### src/rtl/axis_wrr_arbiter.sv
// axis_wrr_arbiter: merges four AXI-Stream slaves onto one master using
// packet-atomic weighted round-robin arbitration. A grant is held from the
// first beat of a packet through its tlast handshake. Each port may send up
// to cfg_weight packets per turn. A weight of 0 disables the port. No data
// is stored: the output is a combinational mux of the granted slave.
module axis_wrr_arbiter #(
  parameter int DATA_WIDTH   = 32,
  parameter int WEIGHT_WIDTH = 4
) (
  input  logic                      axis_aclk,
  input  logic                      axis_areset,
  input  logic [4*WEIGHT_WIDTH-1:0] cfg_weight,

  input  logic [DATA_WIDTH-1:0]     s0a_axis_tdata,
  input  logic                      s0a_axis_tvalid,
  input  logic                      s0a_axis_tlast,
  output logic                      s0a_axis_tready,

  input  logic [DATA_WIDTH-1:0]     s0b_axis_tdata,
  input  logic                      s0b_axis_tvalid,
  input  logic                      s0b_axis_tlast,
  output logic                      s0b_axis_tready,

  input  logic [DATA_WIDTH-1:0]     s0c_axis_tdata,
  input  logic                      s0c_axis_tvalid,
  input  logic                      s0c_axis_tlast,
  output logic                      s0c_axis_tready,

  input  logic [DATA_WIDTH-1:0]     s0d_axis_tdata,
  input  logic                      s0d_axis_tvalid,
  input  logic                      s0d_axis_tlast,
  output logic                      s0d_axis_tready,

  output logic [DATA_WIDTH-1:0]     m0k_axis_tdata,
  output logic                      m0k_axis_tvalid,
  output logic                      m0k_axis_tlast,
  output logic [1:0]                m0k_axis_tid,
  input  logic                      m0k_axis_tready,

  output logic                      busy
);

  typedef enum logic {
    IDLE = 1'b0,
    BUSY = 1'b1
  } state_t;

  state_t                  state_reg;
  logic [1:0]              grant_reg;
  logic [WEIGHT_WIDTH-1:0] quota_reg;

  // Slave ports gathered into arrays so the mux and ready logic can be indexed.
  logic [DATA_WIDTH-1:0]   s_tdata [4];
  logic [3:0]              s_tvalid;
  logic [3:0]              s_tlast;
  logic [3:0]              s_tready;
  logic [WEIGHT_WIDTH-1:0] weight [4];
  logic [3:0]              eligible;

  assign s_tdata[0] = s0a_axis_tdata;
  assign s_tdata[1] = s0b_axis_tdata;
  assign s_tdata[2] = s0c_axis_tdata;
  assign s_tdata[3] = s0d_axis_tdata;

  assign s_tvalid = {s0d_axis_tvalid, s0c_axis_tvalid, s0b_axis_tvalid, s0a_axis_tvalid};
  assign s_tlast  = {s0d_axis_tlast,  s0c_axis_tlast,  s0b_axis_tlast,  s0a_axis_tlast};

  assign s0a_axis_tready = s_tready[0];
  assign s0b_axis_tready = s_tready[1];
  assign s0c_axis_tready = s_tready[2];
  assign s0d_axis_tready = s_tready[3];

  // Per-port weight slice, eligibility and ready gating.
  generate
    for (genvar gi = 0; gi < 4; gi++) begin : g_port
      assign weight[gi]   = cfg_weight[gi*WEIGHT_WIDTH +: WEIGHT_WIDTH];
      assign eligible[gi] = s_tvalid[gi] && (weight[gi] != '0);
      // Downstream ready reaches only the granted slave, and only mid-turn.
      assign s_tready[gi] = (state_reg == BUSY) && (grant_reg == 2'(gi)) && m0k_axis_tready;
    end
  endgenerate

  logic       any_eligible;
  logic       continue_ok;
  logic [1:0] adv_port;
  logic       last_hs;

  assign any_eligible = |eligible;
  // The current holder keeps the bus while it has quota left and is still requesting.
  assign continue_ok  = (quota_reg != '0) && eligible[grant_reg];

  // Rotating search starting just after the last grant; the last holder is checked last.
  always_comb begin
    logic       found;
    logic [1:0] cand;
    found    = 1'b0;
    cand     = grant_reg;
    adv_port = grant_reg;
    for (int k = 1; k <= 4; k++) begin
      cand = grant_reg + 2'(k);
      if (!found && eligible[cand]) begin
        found    = 1'b1;
        adv_port = cand;
      end
    end
  end

  // Output mux: the granted slave drives the master only while a turn is active.
  always_comb begin
    m0k_axis_tdata  = '0;
    m0k_axis_tvalid = 1'b0;
    m0k_axis_tlast  = 1'b0;
    m0k_axis_tid    = 2'd0;
    if (state_reg == BUSY) begin
      m0k_axis_tdata  = s_tdata[grant_reg];
      m0k_axis_tvalid = s_tvalid[grant_reg];
      m0k_axis_tlast  = s_tlast[grant_reg];
      m0k_axis_tid    = grant_reg;
    end
  end

  assign last_hs = (state_reg == BUSY) && m0k_axis_tvalid && m0k_axis_tready && m0k_axis_tlast;

  // Arbitration FSM: pick a port in IDLE, hold it until the end-of-packet handshake.
  always_ff @(posedge axis_aclk or posedge axis_areset) begin
    if (axis_areset) begin
      state_reg <= IDLE;
      grant_reg <= 2'd3;
      quota_reg <= '0;
      busy      <= 1'b0;
    end else begin
      case (state_reg)
        IDLE: begin
          if (any_eligible) begin
            state_reg <= BUSY;
            busy      <= 1'b1;
            if (!continue_ok) begin
              // New turn: any leftover quota of the previous holder is dropped here.
              grant_reg <= adv_port;
              quota_reg <= weight[adv_port];
            end
          end
        end
        BUSY: begin
          if (last_hs) begin
            state_reg <= IDLE;
            busy      <= 1'b0;
            if (quota_reg != '0) begin
              quota_reg <= quota_reg - 1'b1;
            end
          end
        end
        default: begin
          state_reg <= IDLE;
          busy      <= 1'b0;
        end
      endcase
    end
  end

endmodule

### config.mk
export PLATFORM = sky130hd
export DESIGN_NAME = axis_wrr_arbiter
export DESIGN_NICKNAME = d
export VERILOG_FILES = /design/src/rtl/axis_wrr_arbiter.sv
export SDC_FILE = /design/constraint.sdc
export NUM_CORES = 1
export LEC_CHECK = 0
export CAP_MARGIN = 20
export CORE_MARGIN = 5
export CORE_UTILIZATION = 27
export DETAILED_ROUTE_END_ITERATION = 12
export HOLD_SLACK_MARGIN = 0.05
export PLACE_DENSITY = 0.81
export SLEW_MARGIN = 20
export SYNTH_ARGS = -nofsm -noshare
export SYNTH_HDL_FRONTEND = slang
export SYNTH_SLANG_ARGS = --single-unit
### constraint.sdc
create_clock -name axis_aclk -period 3.3 [get_ports axis_aclk]
set_input_delay 0.33 -clock axis_aclk [delete_from_list [all_inputs] [get_ports axis_aclk]]
set_output_delay 0.33 -clock axis_aclk [all_outputs]
set_load 0.02 [all_outputs]
# == After elaboration in Yosys (flattened, before gate mapping) ==
# Cells that the tools add are included.
# totals
reg_bits,8
inputBits,155
output_inout_bits,41
elab_cells,97
# classes
n_addsub,4
order_cmp,6
eq_ne,7
muxes,40
n_bitwise,4
n_reduce_logical,32
# ops
op,n
2-to-1 mux 32 bit,3
binary-select mux 32 bit (select 2 bit),1
2-to-1 mux 4 bit,6
nonzero test 4 bit,5
logical AND 1 bit,19
2-to-1 mux 1 bit,15
binary-select mux 1 bit (select 2 bit),6
< comparator 2 x 3 -> 1 bit (second input constant),4
2-to-1 mux 2 bit,5
binary-select mux 4 bit (select 2 bit),1
case mux 4 bit (2 select lines),1
>= comparator 3 bit (second input constant),2
inverter 2 -> 3 bit,2
adder 2 bit (second input constant),2
== test 2 bit (second input constant),2
!= test 2 x 1 -> 1 bit (second input constant),2
!= test 2 bit (second input constant),2
case mux 1 bit (2 select lines),2
AND reduction 4 bit,1
OR reduction 4 bit,1
subtractor 4 x 1 -> 4 bit (second input constant),1
zero test 1 bit,3
AND reduction 3 bit,1
adder 2 x 1 -> 2 bit (second input constant),1
4 further kinds,5

# == Longest topological paths before layout ==
# Gate-level depths: netlist of run 1.
# logic_depth
depth_word,21
depth_mapped,12
depth_no_buf,9

# == Worst setup path after synthesis of run 1 ==
# Ideal clock, no wire load.
# synth_path
path_kind,register -> register
start,register grant_reg[0]
end,register quota_reg[1]
setup_time_ns,0.126
arrival_ns,3.057
required_ns,3.174
setup_slack_ns,0.117
stages_incl_launch_ff,13
n_path_buf,4
period_less_slack_ns,3.183
path_cell_list,dfstp_2 -> buf_2 -> clkbuf_1 -> buf_2 -> inv_1 -> ha_1 -> mux2i_1 -> a211oi_1 -> o32a_1 -> buf_6 -> mux2i_1 -> mux2i_1 -> a221o_1
# synth_between
elab_chain_cells,20
word_cells_on_any_way,44
cone_classes,add/sub (3); eq/ne (2); mux (27); bitwise (1); reduce/logical (11)
# synth_lines
element,line_no,rtl
start: declaration,49,logic [1:0] grant_reg;
start signal: assignment,139,grant_reg <= adv_port;
adder 2 x 1 -> 2 bit,100,cand = grant_reg + 2'(k);
binary-select mux 1 bit (select 2 bit),101,if (!found && eligible[cand]) begin
2-to-1 mux 1 bit (not written as such),101,
2-to-1 mux 1 bit,101,
zero test 1 bit,101,
logical AND 1 bit,101,
2-to-1 mux 1 bit,101,
zero test 1 bit,101,
[3 not listed],-,
logical AND 1 bit,101,
2-to-1 mux 2 bit,101,
inverter 2 -> 3 bit (not written as such),140,quota_reg <= weight[adv_port];
binary-select mux 4 bit (select 2 bit),140,
2-to-1 mux 4 bit (not written as such) (2 in series),140,
2-to-1 mux 4 bit,137,if (!continue_ok) begin
2-to-1 mux 4 bit,134,if (any_eligible) begin
case mux 4 bit (2 select lines),132,case (state_reg)
end signal: assignment,140,
end signal: assignment,149,quota_reg <= quota_reg - 1'b1;
end: declaration,50,logic [WEIGHT_WIDTH-1:0] quota_reg;
# Parallel ways exist; a longest one is shown, timed or not. The select of a mux whose other input is x is not followed.
# A chain may end at the register's enable or synchronous reset.

# == Final worst setup path of run 1 ==
# layout_path
start,register grant_reg[1]
end,output port m0k_axis_tlast
# layout_between
elab_chain_cells,3
# layout_lines
element,line_no,rtl
binary-select mux 1 bit (select 2 bit),117,m0k_axis_tlast = s_tlast[grant_reg];
2-to-1 mux 1 bit (not written as such),117,
2-to-1 mux 1 bit,114,if (state_reg == BUSY) begin
end: declaration,36,"output logic m0k_axis_tlast,"
# Every way passes these cells. The select of a mux whose other input is x is not followed.

==> results.txt, run 1 <==
----------------------------------------------------
[Floorplan]
  Standard cell core area ... between 6000 and 7000 um2
  DIE AREA ... 8830 um2
  Vertical die dimension ... 94.0 um
  Num rows ... 30
  Die span in x ... 94.0 um
  Starting Density ... 0.279
  I/O pin cnt ... 196

[Synth]
  Average instance area after synthesis ... 11.0 um2
  Area share of xor/xnor cells in the synthesized design ... 0
  Ys async rst share ... 1.00
  Main combinational cell family by area after synthesis ... multiplexers
  Post-synth top flop ... dfrtp_1
  Count of different cell masters after synthesis ... 42
  Syn Std Cell Area ... 1900 um2
  Seq/Total Area, Yosys ... 0.107
  Seq cells post-synth ... 8
  Synth warnings ... 0
  Portion of netlist area occupied by mux cells ... 0.492
  Cells after Synth ... 173
  Share of synthesized cell area in and, or, nand and nor gates ... 0.178
  Post-Synth Adder-Cell Area ... 0.0329
  Number of flops mapped to enable cells by yosys ... 0
  Mapped Nets ... 333
  Synth Area in Compound Gates ... 0.135

[Clocking]
  PostCTS Resize Cnt ... 0
  Clock network latency to the later pin of the worst-skew pair ... roughly 230 ps
  CTS clk-pin slew, worst paths ... ~40 ps
  # H-tree levels ... 1
  TritonCTS clock tree ... yes
  Hold buffers post-CTS ... 0
  Clk sink count ... 8
  CTS root buffer ... clkbuf_8
  Clock buffers created by TritonCTS ... 3
  Max Root-Sink Buffers ... 2
  Post-CTS setup buffer count ... 0

[Setup path]
  Required @ worst endpoint ... 2970 ps
  Type of the worst setup path ... register to output pin
  Worst reg2reg path endpoint ... quota_reg[1]$_DFFE_PP0P_
  RR Startpoint ... grant_reg[1]$_DFFE_PP1P_
  Worst Setup End Kind ... output pin
  Worst EP arrival ... roughly 2500 ps
  Setup slack of the most critical reg-to-reg path ... 690 ps
  Top fanout value on the critical path ... 37
  Type of origin of the critical path ... register
  Start point of the critical path ... grant_reg[1]$_DFFE_PP1P_
  Critical path destination ... m0k_axis_tlast
  Length in cells of the worst reg-to-reg path ... 7

[Global routing]
  Largest net degree at the start of global routing ... 46
  Wire length of the first global-routing pass ... 12700 um
  Number of global-route vias before repair ... 2477
  Number of antenna violations at the first check in global routing ... 0
  Total track usage ... 0.184
  Congestion Overflow GR ... 0

[STA]
  Max-slew violations ... 0
  Hold violation total from the final report ... 0
  Number of setup violations in the final report ... 0
  Setup repair after global routing missed its margin ... no
  Period utilization ... 0.843
  Min Tclk post-route ... around 2800 ps
  Final Skew ... 7.90 ps
  Max Freq ... 359 MHz
  Headroom to the max-slew limit ... 0.546
  Sum of negative setup slack ... 0 ps
  Slew at the pin with the worst max-slew slack ... about 670 ps

[Pwr]
  Static Leak ... roughly 1.5 nW
  VDD IR max ... 325 uV
  Pwr Total ... 2.79 mW
  Pwr Density ... 699 nW/um2

[Finish]
  Post-Layout Inst Area ... 3990 um2
  Layout cell share with drive strength beyond 1 ... 0.150
  Max reg flops ... 4
  Final Util ... 0.584
  Area delta synth->final ... 110%
  Number of nets in the layout ... 521
  Number of antenna repair diodes ... 0

[Drt]
  Number of DRC violations after detailed routing ... 0
  WL/cell ... 18.9 um
  Count of TritonRoute iterations in the first routing pass ... 4
  Avg Vias per Cell ... 5.02
  Via count ... between 2000 and 2500
  Iter 0 DRT Violations ... 74
  Total routed wirelength ... 8630 um
  Number of nets with antenna violations after routing ... 0

[Place]
  Number of buffers added on ports ... 195
  Area post-placement ... slightly below 4000 um2
  Global placer's final weighted congestion ... 0.879
  Sum of net half-perimeters after detailed placement ... 7450 um

[Run status]
  Outcome ... finished, final reports clean

[Flow run]
  Number of max-cap violations ... 0

[Worst hold path]
  Min-Delay Path Class ... input pin to async pin

----------------------------------------------------
[Yosys cell counts (all sizes together), types with 2 or more instances]
| cell | count | area (um2) |
|---|---|---|
| and2 | 37 | 231 |
| mux4 | 35 | 792 |
| mux2i | 11 | 110 |
| clkbuf | 10 | 37.5 |
| inv | 8 | 30.0 |
| buf | 6 | 38.8 |
| dfrtp | 6 | 150 |
| ha | 5 | 62.6 |
| nand2 | 5 | 18.8 |
| o21ai | 5 | 25.0 |
| a21oi | 4 | 23.8 |
| and3 | 4 | 25.0 |
| nor2 | 4 | 15.0 |
| o41ai | 4 | 68.8 |
| mux2 | 3 | 33.8 |
| nand3 | 3 | 15.0 |
| o211ai | 3 | 36.3 |
| a21o | 2 | 15.0 |
| a22oi | 2 | 15.0 |
| a31oi | 2 | 12.5 |
| dfstp | 2 | 52.6 |
[critical path, stage by stage (launching register included)]
cell	delay, ps
dfstp_2	630
buf_4	450
mux4_2	390
and2_1	170
clkdlybuf4s50_1	560
[how the worst min path moves through the flow]
stage	cells after the start	end	startpoint	slack, ps
final	2	quota_reg[1]$_DFFE_PP0P_	axis_areset	340
after global routing	2	quota_reg[1]$_DFFE_PP0P_	axis_areset	370
after CTS	2	quota_reg[1]$_DFFE_PP0P_	axis_areset	350
after detailed placement	2	quota_reg[0]$_DFFE_PP0P_	quota_reg[0]$_DFFE_PP0P_	540
after global placement	1	busy$_DFFE_PP0P_	busy$_DFFE_PP0P_	510
after floorplan	1	busy$_DFFE_PP0P_	axis_areset	140
[logic make-up after synthesis]
family,count (synthesis)
DFF,8
adders and majority gates,5
buffers and inverters,24
muxes,49
AOI/OAI and AO/OA,29
and+or+nand+nor,58
[stage by stage]
| stage | cells | hold slack (ps) | worst slack (ps) |
|---|---|---|---|
| after CTS | 456 | 346 | 481 |
| final | 456 | 335 | 518 |
| after global routing | 456 | 371 | 407 |
| after floorplan | 173 | 144 | 117 |
| after global placement | 452 | 514 | 562 |
| after detailed placement | 452 | 535 | 401 |
[layout make-up]
type / instances / area, um2
tap: 96 / 120
inverter: 8 / 30.0
clock buffer: 4 / 45.0
timing repair buffer: 199 / 1990
fill: 613 / 2840
sequential: 8 / 204
multi-input combinational: 141 / 1590
[metal layers]
layer	wire, um	vias to the layer above	track usage	share of wire
met5	0	-	0	0
met4	199	0	0.0542	0.023
met3	780	17	0.0425	0.090
met2	4650	122	0.349	0.54
met1	3000	1088	0.201	0.35
li1	-	1062	-	-
[report_power, final]
group	switching, mW	leakage [nW]	internal (mW)	total (mW)
logic	1.07	1.37	1.34	2.41
clock network	0.0397	0.0228	0.0838	0.124
registers	0.0979	0.0863	0.154	0.252
total	1.21	1.48	1.58	2.79
[layout by cell type (no fill, tap or decap), drive strengths merged, types with 2 or more instances in the layout]
cell type / count
o21ai: 5
a21o: 2
o41ai: 4
and3: 4
a21oi: 4
dfrtp: 6
nand3: 3
a31oi: 2
inv: 8
dfstp: 2
mux2: 3
nor2: 4
a22oi: 2
mux4: 35
and2: 37
mux2i: 11
clkbuf: 4
o211ai: 3
nand2: 5
buf: 4
ha: 5
clkdlybuf4s50: 195
Note: power is estimated with default switching activity, not from simulation.
==> run 2: changes to the inputs <==
==> constraint.sdc (replaced) <==
create_clock -name axis_aclk -period 2.35 [get_ports axis_aclk]
set_input_delay 0.235 -clock axis_aclk [delete_from_list [all_inputs] [get_ports axis_aclk]]
set_output_delay 0.235 -clock axis_aclk [all_outputs]
set_load 0.02 [all_outputs]
==> run 2 against run 1 <==
Against the previous run: the flow now finishes with violations (setup timing); routed wire length rose by 7.6%; design area up 7.8%; die area is the same; sequential cell count stayed put; clock power is 47% higher; global-route usage is 1.9 points higher; combinational power up 60%; core utilization is 4.6 points higher; critical endpoint is now quota_reg[2]$_DFFE_PP0P_; largest cell class unchanged; largest power group unchanged.
==> results.txt, run 2 (same netlist as run 1, synthesis figures left out) <==
----------------------------------------------------
[Run status]
  Outcome ... complete, but fails checks (was finished, final reports clean)
  Violations in the final reports ... setup timing

[Place]
  Sum of net half-perimeters after detailed placement ... 7870 um (was 7450 um)
  Total placed cells including tap cells ... 479 (was 452)
  Place WS ... -255 ps (was 401 ps)
  Number of buffers added on ports ... 195 (unchanged)
  Area post-placement ... 4190 um2 (was 3940 um2)
  Global placer's final weighted congestion ... 0.806 (was 0.879)

[STA]
  Sum of negative setup slack ... -43.4 ps (was 0 ps)
  Max-slew violations ... 0 (unchanged)
  Setup WS post-layout ... -41.4 ps (was 518 ps)
  Min Tclk post-route ... 2390 ps
  Hold WS ... 254 ps (was 335 ps)
  Hold violation total from the final report ... 0 (unchanged)
  Period utilization ... 1.02
  Max Freq ... about 420 MHz
  Number of setup violations in the final report ... 2 (was 0)
  Headroom to the max-slew limit ... 0.685 (was 0.546)
  Setup repair after global routing missed its margin ... yes (was no)
  Slew at the pin with the worst max-slew slack ... 468 ps (was 672 ps)
  Final Skew ... 8.56 ps (was 7.90 ps)

[Clocking]
  TritonCTS clock tree ... yes (unchanged)
  CTS clk-pin slew, worst paths ... 50 ps (was 40 ps)
  CTS root buffer ... clkbuf_8 (unchanged)
  Clock buffers created by TritonCTS ... 3 (unchanged)
  Max Root-Sink Buffers ... 2 (unchanged)
  Clk sink count ... 8 (unchanged)
  Hold buffers post-CTS ... 0 (unchanged)
  # H-tree levels ... 1 (unchanged)
  Clock network latency to the later pin of the worst-skew pair ... 240 ps (was 230 ps)

[Pwr]
  Pwr Density ... 1000 nW/um2 (was 699 nW/um2)
  Static Leak ... 1.74 nW (was 1.48 nW)
  VDD IR max ... 447 uV (was 325 uV)
  Pwr Total ... 4.31 mW (was 2.79 mW)

[Worst hold path]
  Min-Delay Path Class ... input pin to async pin (unchanged)

[Global routing]
  Number of global-route vias before repair ... 2684 (was 2477)
  Largest net degree at the start of global routing ... 39 (was 46)
  Number of antenna violations at the first check in global routing ... 0 (unchanged)
  Congestion Overflow GR ... 0 (unchanged)
  Wire length of the first global-routing pass ... 14000 um (was 12700 um)
  Total track usage ... 0.203 (was 0.184)

[Flow run]
  Number of max-cap violations ... 0 (unchanged)

[Setup path]
  Worst Setup End Kind ... register (was output pin)
  Start point of the critical path ... grant_reg[0]$_DFFE_PP1P_ (was grant_reg[1]$_DFFE_PP1P_)
  RR Startpoint ... grant_reg[0]$_DFFE_PP1P_ (was grant_reg[1]$_DFFE_PP1P_)
  Type of the worst setup path ... register to register (was register to output pin)
  Required @ worst endpoint ... 2510 ps (was 2970 ps)
  Top fanout value on the critical path ... 4 (was 37)
  Length in cells of the worst reg-to-reg path ... 10 (was 7)
  Worst EP arrival ... 2550 ps (was 2450 ps)
  Type of origin of the critical path ... register (unchanged)
  Setup slack of the most critical reg-to-reg path ... -40 ps (was 690 ps)
  Worst reg2reg path endpoint ... quota_reg[2]$_DFFE_PP0P_ (was quota_reg[1]$_DFFE_PP0P_)

[Finish]
  Number of non-filler instances in the completed layout ... 493 (was 456)
  Post-Layout Inst Area ... 4300 um2 (was 3990 um2)
  Count of filler cells inserted in the layout ... 547 (was 613)
  Leading cell type in the layout, fill and taps excluded ... clkdlybuf4s50_1 (unchanged)
  Number of nets in the layout ... 558 (was 521)
  Area delta synth->final ... 126% (was 110%)
  Leading cell types in the layout, fill and taps excluded ... clkdlybuf4s50_1 (159), and2_1 (37), mux4_2 (34), buf_4 (31) (was clkdlybuf4s50_1 (195), and2_1 (37), mux4_2 (34), mux2i_1 (11), inv_1 (6))
  Layout cell share with drive strength beyond 1 ... 0.302 (was 0.150)
  Max reg flops ... 4 (unchanged)
  Final Util ... 0.629 (was 0.584)
  Number of antenna repair diodes ... 0 (unchanged)

[Floorplan]
  Starting Density ... 0.279 (unchanged)
  I/O pin cnt ... 196 (unchanged)
  Vertical die dimension ... 94.0 um (unchanged)
  Die span in x ... 94.0 um (unchanged)
  DIE AREA ... 8830 um2 (unchanged)
  Standard cell core area ... 6830 um2 (unchanged)
  Num rows ... 30 (unchanged)

[Drt]
  Avg Vias per Cell ... 4.91 (was 5.02)
  Number of DRC violations after detailed routing ... 0 (unchanged)
  Count of TritonRoute iterations in the first routing pass ... 4 (unchanged)
  Iter 0 DRT Violations ... 75 (was 74)
  Total routed wirelength ... 9290 um (was 8630 um)
  Number of nets with antenna violations after routing ... 0 (unchanged)
  Via count ... 2421 (was 2289)
  WL/cell ... 18.8 um (was 18.9 um)

----------------------------------------------------
run 2: changes by cell type in the layout (fill, tap and decap cells not counted), sizes merged:
| cell | change |
|---|---|
| clkdlybuf4s15 | +11 |
| bufbuf | +1 |
| dlygate4sd2 | +5 |
| clkdlybuf4s50 | -36 |
| clkbuf | +10 |
| buf | +46 |
run 2: critical path: stages (launching register included):
cell and delay, ps:
dfstp_2 560, buf_6 120, inv_6 30, ha_4 250, mux2i_1 230, a211oi_2 60
o32a_4 370, buf_6 140, mux2i_2 150, mux2_4 280, a21oi_2 130
run 2: layout make-up:
class	instances	area [um2]	area share
Timing Repair Buffer	236	2250	0.523
Clock buffer	4	45.0	0.0105
Inverter	8	35.0	0.00815
Multi-Input combinational cell	141	1650	0.383
Tap cell	96	120	0.0279
Sequential cell	8	203	0.0471
run 2: worst max-delay path by stage:
stage	slack, ps	end	cells past startpoint
final	-40	quota_reg[2]$_DFFE_PP0P_	10
after floorplan	-210	quota_reg[1]$_DFFE_PP0P_	12
after detailed placement	-260	quota_reg[2]$_DFFE_PP0P_	9
after global routing	-130	quota_reg[2]$_DFFE_PP0P_	10
after CTS	-100	quota_reg[2]$_DFFE_PP0P_	10
after global placement	-170	quota_reg[3]$_DFFE_PP0P_	9
run 2: report_power, final:
group	internal, mW	switching, mW	total [mW]
registers	0.215	0.0680	0.283
clock network	0.118	0.0633	0.182
logic	2.10	1.75	3.85
total	2.43	1.88	4.31
run 2: what timing repair did:
action | in CTS | in global routing
cloned | 1 | 0
resized for setup | 76 | 36
setup buffers | 5 | 4
setup endpoints to repair | 39 | 18
pin swaps | 4 | 5
run 2: routing by layer:
metal | vias to the layer above | global-route usage | wire, um
li1 | 1141 | - | -
met1 | 1141 | 0.215 | 3280
met2 | 122 | 0.389 | 4940
met3 | 17 | 0.0497 | 831
met4 | 0 | 0.0650 | 240
met5 | - | 0 | 0
